**config.mk**
```make
export PLATFORM = sky130hd
export DESIGN_NAME = enc8to3_event_queue
export DESIGN_NICKNAME = d
export VERILOG_FILES = /design/src/rtl/enc8to3_event_queue.sv
export SDC_FILE = /design/constraint.sdc
export NUM_CORES = 1
export LEC_CHECK = 0
export ABC_AREA = 0
export ABC_CLOCK_PERIOD_IN_PS = 5100
export BUFFER_PORTS_ARGS = -buffer_cell sky130_fd_sc_hd__buf_2
export CORE_MARGIN = 1.5
export CORE_UTILIZATION = 43
export CTS_CLUSTER_DIAMETER = 50
export DETAILED_ROUTE_END_ITERATION = 10
export PLACE_DENSITY_LB_ADDON = 0.15
export SLEW_MARGIN = 40
export SYNTH_ARGS = -nofsm -noshare
export SYNTH_HDL_FRONTEND = slang
export SYNTH_SLANG_ARGS = --single-unit
```
**constraint.sdc**
```tcl
create_clock -name clk -period 5.1 [get_ports clk]
set_input_delay 0.255 -clock clk [delete_from_list [all_inputs] [get_ports clk]]
set_output_delay 0.255 -clock clk [all_outputs]
set_load 0.05 [all_outputs]
```
**src/rtl/enc8to3_event_queue.sv**
```systemverilog
// rtl/enc8to3_event_queue.sv - 8-to-3 event encoder emitting one request index per handshake
// Optional build macro: ENC_LSB_FIRST_EN selects LSB-first priority (default MSB-first).
module enc8to3_event_queue #(
  parameter int N_IN   = 8,
  parameter int CODE_W = 3
) (
  input  logic              clk,
  input  logic              rst,
  input  logic [N_IN-1:0]   req,
  input  logic              load,
  output logic              in_ready,
  output logic [CODE_W-1:0] code,
  output logic              valid,
  input  logic              ready,
  output logic [CODE_W:0]   remaining,
  output logic              zero,
  output logic              overrun
);

  // Pending request bits; the IDLE/EMIT state is implied by pending_q being zero or not.
  logic [N_IN-1:0]   pending_q, pending_d;
  logic              zero_q, zero_d;
  logic              overrun_q, overrun_d;
  logic [CODE_W-1:0] code_c;
  logic [CODE_W:0]   count_c;
  logic              valid_c;

  // Priority select of the next index to emit from the registered pending set.
  always_comb begin
    code_c = '0;
`ifdef ENC_LSB_FIRST_EN
    for (int i = N_IN - 1; i >= 0; i--) begin
      if (pending_q[i]) code_c = CODE_W'(i);
    end
`else
    for (int i = 0; i < N_IN; i++) begin
      if (pending_q[i]) code_c = CODE_W'(i);
    end
`endif
  end

  // Population count of pending bits for the remaining output.
  always_comb begin
    count_c = '0;
    for (int i = 0; i < N_IN; i++) begin
      count_c = count_c + {{CODE_W{1'b0}}, pending_q[i]};
    end
  end

  assign valid_c = (pending_q != '0);

  // Next-state: loads only land while idle; a load while busy just raises the sticky overrun.
  always_comb begin
    pending_d = pending_q;
    zero_d    = 1'b0;
    overrun_d = overrun_q;
    if (!valid_c) begin
      if (load) begin
        pending_d = req;
        zero_d    = (req == '0);
      end
    end else begin
      if (ready) begin
        pending_d = pending_q & ~(N_IN'(1) << code_c);
      end
      if (load) begin
        overrun_d = 1'b1;
      end
    end
  end

  // State registers; reset overrides both load and handshake.
  always_ff @(posedge clk) begin
    if (rst) begin
      pending_q <= '0;
      zero_q    <= 1'b0;
      overrun_q <= 1'b0;
    end else begin
      pending_q <= pending_d;
      zero_q    <= zero_d;
      overrun_q <= overrun_d;
    end
  end

  assign valid     = valid_c;
  assign in_ready  = ~valid_c;
  assign code      = code_c;
  assign remaining = count_c;
  assign zero      = zero_q;
  assign overrun   = overrun_q;

endmodule

```
==> summary.md, run 1 <==
| Metric | Value |
|---|---|
| Clk_skew | `roughly 0.00037 ns` |
| Final period utilization | `roughly 67%` |
| Post-Synth Simple-Gate Area | `20.93%` |
| Minimum clock period | `between 3 and 4 ns` |
| Final total power | `between 0.4 and 0.5 mW` |
| Root Buffer | `clkbuf_4` |
| Fin nets | `approximately 130` |
| Commonest non-fill, non-tap cell in the layout | `buf_2` |
| Longest Clk Path Bufs | `2` |
| Vias | `between 600 and 700` |
| Switching share of power | `a little over half` |
| Total gr overflow | `0` |
| Leakage | `around 0.40 nW` |
| Critical Path Start Type | `flip-flop` |
| Post-CTS Hold Fix Bufs | `0` |
| Switching power total | `0.2316 mW` |
| Sequential share of power | `a little under a quarter` |
| Share of layout cells above drive strength 1 | `between 20 and 30%` |
| Post-Syn Instances | `80` |
| Post-cts gate resize count | `0` |
| Fmax | `~290 MHz` |
| Area grow syn2layout | `23.18%` |
| Vias per std cell | `about 5.2` |
| Status | `complete, no violations` |
| Placeable Area | `~0.0015 mm²` |
| Clock power frac | `16.7%` |
| Mux contribution to synthesized area | `0%` |
| Worst Max-Slew Pin Slew | `between 0.3 and 0.4 ns` |
| Synth Net Count | `100` |
| Antenna fix cells | `0` |
| Storage cell area | `between 200 and 250 µm²` |
| WS Path Type | `reg -> out` |
| TritonCTS clock tree | `built` |
| Avg Cell Area, Syn | `around 8.4 µm²` |
| GRT Total Usage | `between 15 and 20%` |
| Distinct cells, synth | `25` |
| Pwr dens | `about 520 mW/mm²` |
| XOR/XNOR Fraction of Synth Area | `approximately 1.3%` |
| Die area | `between 0.0015 and 0.002 mm²` |
| Cell count after placement | `116` |
| Post-synthesis compound-gate area fraction | `17.76%` |
| Post-synthesis adder-cell area fraction | `between 10% and 20%` |
| Initial antenna violation count | `0` |
| Ys Warns | `0` |
| Internal Pwr Total | `approximately 0.2 mW` |
| Initial drt markers | `18` |
| Port bufs | `22` |
| Final TNS setup | `0 ns` |
| CTS H-tree lvls | `1` |
| Final setup viols | `0` |
| Largest family of logic cells by synthesized area | `simple AND/OR/NAND/NOR gates` |
| Final hold slack | `roughly 0.16 ns` |
| Unrepaired setup endpoints after global routing | `no` |
| Clock Latency Late Sink | `approximately 0.27 ns` |
| # Max-Cap Violations | `0` |
| Req. time, crit path | `about 4.9 ns` |
| Final Cell Area | `around 800 µm²` |
| Clock Sinks | `10` |
| CP Capture Type | `primary output` |
| Max Used Layer | `met4` |
| Final non-filler cell total | `120` |
| Die height | `~42 µm` |
| Die W | `about 42 µm` |
| Dpl hpwl | `1222 µm` |
| I/O pin count | `23` |
| M1 wire length | `668 µm` |
| Post-route ant nets | `0` |
| Worst-path clk slew | `around 0.070 ns` |
| DRC Markers | `0` |
| Fin. Hold Viols | `0` |
| Met3 wire len | `72 µm` |
| Global-route wire length before repair | `2463 µm` |
| Post-CTS Setup Bufs | `0` |
| Drt first pass iters | `4` |
| Commonest non-fill, non-tap cells in the layout | `buf_2 (22), inv_1 (16), a21oi_1 (10), dfxtp_1 (10), nor2_1 (8)` |
| Hold crit path type | `in -> reg` |
| Footprint of the multi-input gates | `a little under 400 µm²` |
| Vias in the first global route | `about 550` |
| Routed length per instance | `roughly 12 µm` |
| Num rows | `14` |
| Fillers | `146` |
| Count of final max-slew check failures | `0` |
| Pin count of the biggest net entering global routing | `11` |
| WP data arrival | `3.16 ns` |
| Placed Area | `~800 µm²` |
| Sequential fraction of the synthesis area | `between 20 and 30%` |
| Initial Util | `44.96%` |
| Met2 wire len | `around 700 µm` |
| CTS buffer count | `3` |
| DRT Wirelength | `roughly 1500 µm` |
| Gp weighted congestion | `~0.8` |
| Mapped Area | `669.4 µm²` |
| Combinational cell fraction of total power | `around three fifths` |
| FF+latch count, synth | `10` |
| Crit Path Max Fanout | `6` |
| Peak VDD IR | `0.3193 mV` |
| Slew Limit Headroom | `between 70% and 80%` |
[registers in the layout, summed over array words and instances (netlist names)]
register,cells
pending_q,8
overrun,1
zero,1
[final cells by class]
| class | instances | share of cell area, % |
|---|---|---|
| Tap cell | 16 | 2.428 |
| Inverter | 16 | 7.284 |
| Multi-Input combinational cell | 52 | 48.25 |
| Clock buffer | 4 | 4.401 |
| Timing Repair Buffer | 22 | 13.35 |
| Sequential cell | 10 | 24.28 |
[cells by family after synthesis]
family | after synthesis
adders and majority gates | 8
DFF | 10
AOI/OAI and AO/OA | 20
buffers and inverters | 18
and+or+nand+nor | 23
xor gates and xnor gates | 1
[worst max-delay path: stages (launching register included)]
cell	delay, ns
dfxtp_1	0.45
fa_1	0.45
inv_1	0.08
fa_1	0.43
fa_1	0.44
inv_1	0.07
ha_1	0.16
inv_1	0.05
fa_1	0.37
xnor2_1	0.13
buf_2	0.27
[stage by stage]
step	worst slack, ns	utilization, %
after floorplan	1.626	-
after global placement	2.009	52.94
after detailed placement	1.940	52.94
after CTS	1.647	55.38
after global routing	1.472	55.38
final	1.682	55.38
[cells in the mapped netlist]
library cell   n  area (µm²)
o211ai_1       2       15.01
a22oi_1        2       15.01
ha_1           4       50.05
nor4_1         1       6.260
nor4_4         1       21.27
nor2_1         8       30.03
nand3_2        1       10.01
inv_1         16       60.06
a21o_1         1       7.510
o31ai_1        1       7.510
nand3_1        1       5.000
nor4_2         1       12.51
o21ai_0        3       15.01
xnor2_1        1       8.760
nand2_1        5       18.77
buf_4          1       7.510
fa_1           4       80.08
and4_1         1       8.760
nand4_1        2       12.51
nor2b_1        1       6.260
a2bb2oi_1      1       8.760
nand4b_1       1       8.760
dfxtp_1       10       200.2
a21oi_1       10       50.05
buf_1          1       3.750
[layer usage]
layer  up-vias  track usage (%)
li1        318                -
met1       287            23.80
met2        19            28.31
met3         4            4.310
met4         0            9.375
met5         -                0
[power groups by stage]
| stage | Clock [mW] | Sequential [mW] | Combinational (mW) |
|---|---|---|---|
| final | 0.0721 | 0.102 | 0.257 |
| after global placement | 0 | 0.103 | 0.254 |
| after floorplan | 0 | 0.107 | 0.206 |
| after global routing | 0.0767 | 0.104 | 0.279 |
| after detailed placement | 0 | 0.104 | 0.259 |
| after CTS | 0.0737 | 0.102 | 0.261 |
[worst paths after layout]
check,cells past startpoint,slack (ns),start,endpoint
setup / recovery,10,1.68,pending_q[3],remaining[2]
setup reg to reg,4,3.53,pending_q[5],zero
hold / removal,2,0.16,req[3],zero
hold reg to reg,2,0.47,overrun,overrun
No activity file was read; power rests on OpenSTA's default activity.
==> run 2, diff against run 1 <==
Settings changed: ABC_CLOCK_PERIOD_IN_PS 5100 to 3000.
Clock period 5.1 ns to 3 ns, I/O delays scaled along.
==> summary.md, run 2 (same netlist as run 1, synthesis figures left out) <==
| Metric | Value |
|---|---|
| Largest Register | `pending_q (unchanged)` |
| Post-CTS Setup Bufs | `0 (unchanged)` |
| R2R depth | `5 (was 4)` |
| Hold crit path type | `in -> reg (unchanged)` |
| WHS Path Cells | `2 (unchanged)` |
| Count of final max-slew check failures | `0 (unchanged)` |
| CP Capture Type | `primary output (unchanged)` |
| Antenna fix cells | `0 (unchanged)` |
| Global-route wire length before repair | `2504 µm (was 2463 µm)` |
| Post-CTS Hold Fix Bufs | `0 (unchanged)` |
| Critical Path Start Type | `flip-flop (unchanged)` |
| Post-route ant nets | `0 (unchanged)` |
| CTS H-tree lvls | `1 (unchanged)` |
| Pin count of the biggest net entering global routing | `11 (unchanged)` |
| Max reg flops | `8 (unchanged)` |
| Die height | `42.46 µm (unchanged)` |
| Final TNS setup | `-0.5034 ns (was 0 ns)` |
| WS Path Type | `reg -> out (unchanged)` |
| Initial Util | `44.96% (unchanged)` |
| Status | `finished with violations (was complete, no violations)` |
| Commonest non-fill, non-tap cells in the layout | `buf_2 (20), inv_1 (14), a21oi_1 (10) (was buf_2 (22), inv_1 (16), a21oi_1 (10), dfxtp_1 (10), nor2_1 (8))` |
| Final setup viols | `2 (was 0)` |
| Reg-to-Reg End | `zero (unchanged)` |
| Hold endpoint | `zero (unchanged)` |
| Cell count after placement | `120 (was 116)` |
| I/O pin count | `23 (unchanged)` |
| Fin. Hold Viols | `0 (unchanged)` |
| Share of layout cells above drive strength 1 | `36.11% (was 27.88%)` |
| Post-cts gate resize count | `10 (was 0)` |
| Port bufs | `22 (unchanged)` |
| Die area | `0.001802 mm² (unchanged)` |
| Worst-path clk slew | `0.07 ns (about the same)` |
| Unrepaired setup endpoints after global routing | `yes (was no)` |
| Hold Startpoint | `req[4] (was req[3])` |
| Final non-filler cell total | `124 (was 120)` |
| Vias in the first global route | `595 (was 551)` |
| Initial antenna violation count | `0 (unchanged)` |
| Clock Latency Late Sink | `0.28 ns (was 0.27 ns)` |
| Die W | `42.46 µm (unchanged)` |
| Vias per std cell | `5.266 (was 5.233)` |
| Worst Max-Slew Pin Slew | `0.3876 ns (was 0.3904 ns)` |
| Num rows | `14 (unchanged)` |
| TritonCTS clock tree | `built (unchanged)` |
| Routed length per instance | `12.40 µm (was 12.23 µm)` |
| WP data arrival | `3.10 ns (was 3.16 ns)` |
| Leakage | `0.4295 nW (was 0.3984 nW)` |
| Slew Limit Headroom | `73.92% (was 73.73%)` |
| Req. time, crit path | `2.85 ns (was 4.85 ns)` |
| Commonest non-fill, non-tap cell in the layout | `buf_2 (unchanged)` |
| Total gr overflow | `0 (unchanged)` |
| Failing checks | `setup timing` |
| Dpl hpwl | `1235 µm (was 1222 µm)` |
| Root Buffer | `clkbuf_4 (unchanged)` |
| Vias | `653 (was 628)` |
| Placeable Area | `0.001489 mm² (unchanged)` |
| Fillers | `144 (was 146)` |
| Initial drt markers | `20 (was 18)` |
| Fin nets | `129 (was 125)` |
| Longest Clk Path Bufs | `2 (unchanged)` |
| Minimum clock period | `3.252 ns` |
| Storage cell area | `201.4 µm² (was 200.2 µm²)` |
| PnR worst setup slack | `-0.2520 ns (was 1.682 ns)` |
| # Max-Cap Violations | `0 (unchanged)` |
| CTS buffer count | `3 (unchanged)` |
| Fmax | `between 300 and 400 MHz` |
| Gp weighted congestion | `0.8202 (was 0.8211)` |
| Final core utilization | `60.17% (was 55.38%)` |
| Drt first pass iters | `4 (unchanged)` |
| Final period utilization | `108.4%` |
| Footprint of the multi-input gates | `421.7 µm² (was 397.9 µm²)` |
| Peak VDD IR | `0.6209 mV (was 0.3193 mV)` |
| Place WS | `-0.1389 ns (was 1.940 ns)` |
| DRC Markers | `0 (unchanged)` |
| Crit Path Max Fanout | `2 (was 6)` |
| Worst R2R Start | `pending_q[5] (unchanged)` |
| Pwr dens | `862.6 mW/mm² (was 522.8 mW/mm²)` |
| Area grow syn2layout | `33.83% (was 23.18%)` |
| Clk_skew | `0.007627 ns (was 0.0003653 ns)` |
| Final hold slack | `0.05486 ns (was 0.1614 ns)` |
| Clock Sinks | `10 (unchanged)` |
| GRT Total Usage | `19.36% (was 18.38%)` |
| DRT Wirelength | `1537 µm (was 1468 µm)` |
| FF-to-FF setup slack | `1.39 ns (was 3.53 ns)` |
[run 2: how the worst max path moves through the flow]
stage	endpoint	from	slack, ns
global placement	remaining[2]	pending_q[0]	-0.04
CTS	remaining[2]	pending_q[0]	-0.27
floorplan	remaining[2]	pending_q[0]	0.03
detailed placement	remaining[2]	pending_q[0]	-0.14
finish	remaining[2]	pending_q[0]	-0.25
global route	remaining[2]	pending_q[0]	-0.36
[run 2: worst max-delay path, stage by stage (launching register included)]
cell     delay, ns
dfxtp_2       0.33
fa_1          0.53
inv_1         0.05
fa_1          0.50
fa_1          0.42
inv_1         0.07
ha_2          0.18
inv_2         0.04
fa_2          0.37
xnor2_4       0.15
buf_6         0.17
[run 2: area by class of cell]
type	count	share of cell area (%)
Sequential cell	10	22.49
Inverter	16	6.704
Clock buffer	4	4.050
Timing Repair Buffer	26	17.46
Tap cell	16	2.235
Multi-Input combinational cell	52	47.07
[run 2: routing by layer]
| metal | track usage [%] | wire length, µm | vias to the layer above |
|---|---|---|---|
| li1 | - | - | 324 |
| met2 | 31.08 | 770 | 24 |
| met1 | 23.53 | 637 | 300 |
| met4 | 13.75 | 40 | 0 |
| met5 | 0 | 0 | - |
| met3 | 2.586 | 90 | 5 |
[run 2: metrics by stage]
stage,cell area (µm²),power [mW]
floorplan,688.2,0.5344
global placement,837.1,0.6199
detailed placement,837.1,0.6285
CTS,895.9,0.7795
global route,895.9,0.8209
finish,895.9,0.7728
[run 2: power breakdown]
part	switching, mW	leakage, nW	internal [mW]
clock	0.0519	0.0210	0.0739
sequential	0.0154	0.0821	0.151
combinational	0.337	0.326	0.143
==> run 3, diff against run 2 <==
Settings changed: MAX_ROUTING_LAYER from default to met4.
==> summary.md, run 3 (same netlist as run 1, synthesis figures left out) <==
| Metric | Value |
|---|---|
| Leakage | `0.4295 nW (unchanged)` |
| I/O pin count | `23 (unchanged)` |
| Total gr overflow | `0 (unchanged)` |
| Post-CTS Hold Fix Bufs | `0 (unchanged)` |
| TritonCTS clock tree | `built (unchanged)` |
| Worst Max-Slew Pin Slew | `0.3876 ns (unchanged)` |
| Drt first pass iters | `4 (unchanged)` |
| Switching share of power | `52.37% (was 52.38%)` |
| Failing checks | `setup timing (unchanged)` |
| Pwr dens | `862.3 mW/mm² (was 862.6 mW/mm²)` |
| Clk_skew | `0.007096 ns (was 0.007627 ns)` |
| Clock power frac | `16.3% (about the same)` |
| Switching power total | `0.4045 mW (was 0.4048 mW)` |
| GRT Total Usage | `19.89% (was 19.36%)` |
| Clock Sinks | `10 (unchanged)` |
| Fmax | `307.6 MHz (was 307.5 MHz)` |
| DRT Wirelength | `1538 µm (was 1537 µm)` |
| Longest Clk Path Bufs | `2 (unchanged)` |
| Die height | `42.46 µm (unchanged)` |
| CP Capture Type | `primary output (unchanged)` |
| Pin count of the biggest net entering global routing | `11 (unchanged)` |
| Die area | `0.001802 mm² (unchanged)` |
| Initial antenna violation count | `0 (unchanged)` |
| R2R depth | `5 (unchanged)` |
| Area grow syn2layout | `33.83% (unchanged)` |
| Root Buffer | `clkbuf_4 (unchanged)` |
| Combinational cell fraction of total power | `62.2% (about the same)` |
| Count of final max-slew check failures | `0 (unchanged)` |
| Internal Pwr Total | `0.3680 mW (about the same)` |
| Commonest non-fill, non-tap cell in the layout | `buf_2 (unchanged)` |
| Fin. Hold Viols | `0 (unchanged)` |
| PnR worst setup slack | `-0.2512 ns (was -0.2520 ns)` |
| WP data arrival | `3.10 ns (about the same)` |
| Minimum clock period | `3.251 ns (was 3.252 ns)` |
| Final period utilization | `108.4% (about the same)` |
| # Max-Cap Violations | `0 (unchanged)` |
| Largest Register | `pending_q (unchanged)` |
| Req. time, crit path | `2.85 ns (about the same)` |
| Footprint of the multi-input gates | `421.7 µm² (unchanged)` |
| Status | `finished with violations (unchanged)` |
| Vias | `652 (was 653)` |
| Final setup viols | `2 (unchanged)` |
| FF-to-FF setup slack | `1.38 ns (was 1.39 ns)` |
| Dpl hpwl | `1235 µm (unchanged)` |
| WS Path Type | `reg -> out (unchanged)` |
| Final total power | `0.7725 mW (was 0.7728 mW)` |
| DRC Markers | `0 (unchanged)` |
| Max reg flops | `8 (unchanged)` |
| Fillers | `144 (unchanged)` |
| Critical path origin | `pending_q[0] (unchanged)` |
| Initial drt markers | `20 (unchanged)` |
| Share of layout cells above drive strength 1 | `36.11% (unchanged)` |
| Hold Startpoint | `req[4] (unchanged)` |
| Initial Util | `44.96% (unchanged)` |
| Storage cell area | `201.4 µm² (unchanged)` |
| Clock Latency Late Sink | `0.28 ns (about the same)` |
| CTS buffer count | `3 (unchanged)` |
| Slew Limit Headroom | `73.92% (unchanged)` |
| WHS Path Cells | `2 (unchanged)` |
| Routed length per instance | `12.40 µm (about the same)` |
| Vias in the first global route | `591 (was 595)` |
| Hold crit path type | `in -> reg (unchanged)` |
| Critical Path Start Type | `flip-flop (unchanged)` |
| Place WS | `-0.1389 ns (unchanged)` |
| Reg-to-Reg End | `zero (unchanged)` |
| Num rows | `14 (unchanged)` |
| Port bufs | `22 (unchanged)` |
| Global-route wire length before repair | `2511 µm (was 2504 µm)` |
| Sequential share of power | `21.5% (about the same)` |
| Antenna fix cells | `0 (unchanged)` |
| Unrepaired setup endpoints after global routing | `yes (unchanged)` |
| Post-CTS Setup Bufs | `0 (unchanged)` |
| Fin nets | `129 (unchanged)` |
| Die W | `42.46 µm (unchanged)` |
| Placeable Area | `0.001489 mm² (unchanged)` |
| CTS H-tree lvls | `1 (unchanged)` |
| Vias per std cell | `5.258 (was 5.266)` |
| Commonest non-fill, non-tap cells in the layout | `buf_2 (20), inv_1 (14), a21oi_1 (10) (unchanged)` |
| Worst R2R Start | `pending_q[5] (unchanged)` |
| Crit Path Max Fanout | `2 (unchanged)` |
| Gp weighted congestion | `0.8325 (was 0.8202)` |
| Worst-path clk slew | `0.07 ns (about the same)` |
| Peak VDD IR | `0.6200 mV (was 0.6209 mV)` |
| Hold endpoint | `zero (unchanged)` |
| Post-route ant nets | `0 (unchanged)` |
==> run 3: cell counts in the layout (fill, tap and decap cells not counted) <==
Identical to the previous run, type by type.
==> run 3: metal layers <==
layer	vias to the layer above	global-route usage [%]	wire, µm
li1	324	-	-
met1	299	23.53	640
met2	24	31.08	768
met3	5	2.586	89
met4	0	13.75	40
met5	-	-	0
==> run 3: critical path: stages (launching register included) <==
cell and delay, ns:
dfxtp_2 0.33, fa_1 0.53, inv_1 0.05, fa_1 0.50, fa_1 0.42, inv_1 0.07, ha_2 0.18, inv_2 0.04
fa_2 0.37, xnor2_4 0.15, buf_6 0.17
==> run 3: cell type report <==
| type | count | area share, % |
|---|---|---|
| tap | 16 | 2.235 |
| multi-input combinational | 52 | 47.07 |
| clock buffer | 4 | 4.050 |
| sequential | 10 | 22.49 |
| inverter | 16 | 6.704 |
| timing repair buffer | 26 | 17.46 |
==> run 3: worst max path at each step <==
stage	end	slack, ns
after floorplan	remaining[2]	0.03
after global placement	remaining[2]	-0.04
after detailed placement	remaining[2]	-0.14
after CTS	remaining[2]	-0.27
after global routing	remaining[2]	-0.36
final	remaining[2]	-0.25
==> run 3: through the flow <==
stage / cell area [µm²] / hold WS, ns / setup TNS, ns / utilization (%) / cells
after floorplan: 688.2 / 0.2192 / 0 / - / 80
after global placement: 837.1 / 0.3420 / -0.03901 / 56.22 / 120
after detailed placement: 837.1 / 0.3541 / -0.1635 / 56.22 / 120
after CTS: 895.9 / 0.05491 / -0.5422 / 60.17 / 124
after global routing: 895.9 / 0.05241 / -0.7632 / 60.17 / 124
final: 895.9 / 0.05557 / -0.5018 / 60.17 / 124
==> run 3: repair_timing <==
| item | in CTS | in global routing |
|---|---|---|
| pin swaps | 0 | 0 |
| gates cloned | 0 | 0 |
| gates resized for setup | 10 | 0 |
| setup endpoints to repair | 2 | 3 |
==> run 3: power groups by stage <==
stage / clock network, mW / registers (mW) / logic (mW)
2_1_floorplan: 0 / 0.182 / 0.352
3_3_place_gp: 0 / 0.168 / 0.451
3_5_place_dp: 0 / 0.169 / 0.459
4_1_cts: 0.129 / 0.166 / 0.484
5_1_grt: 0.134 / 0.169 / 0.518
6_report: 0.126 / 0.166 / 0.481
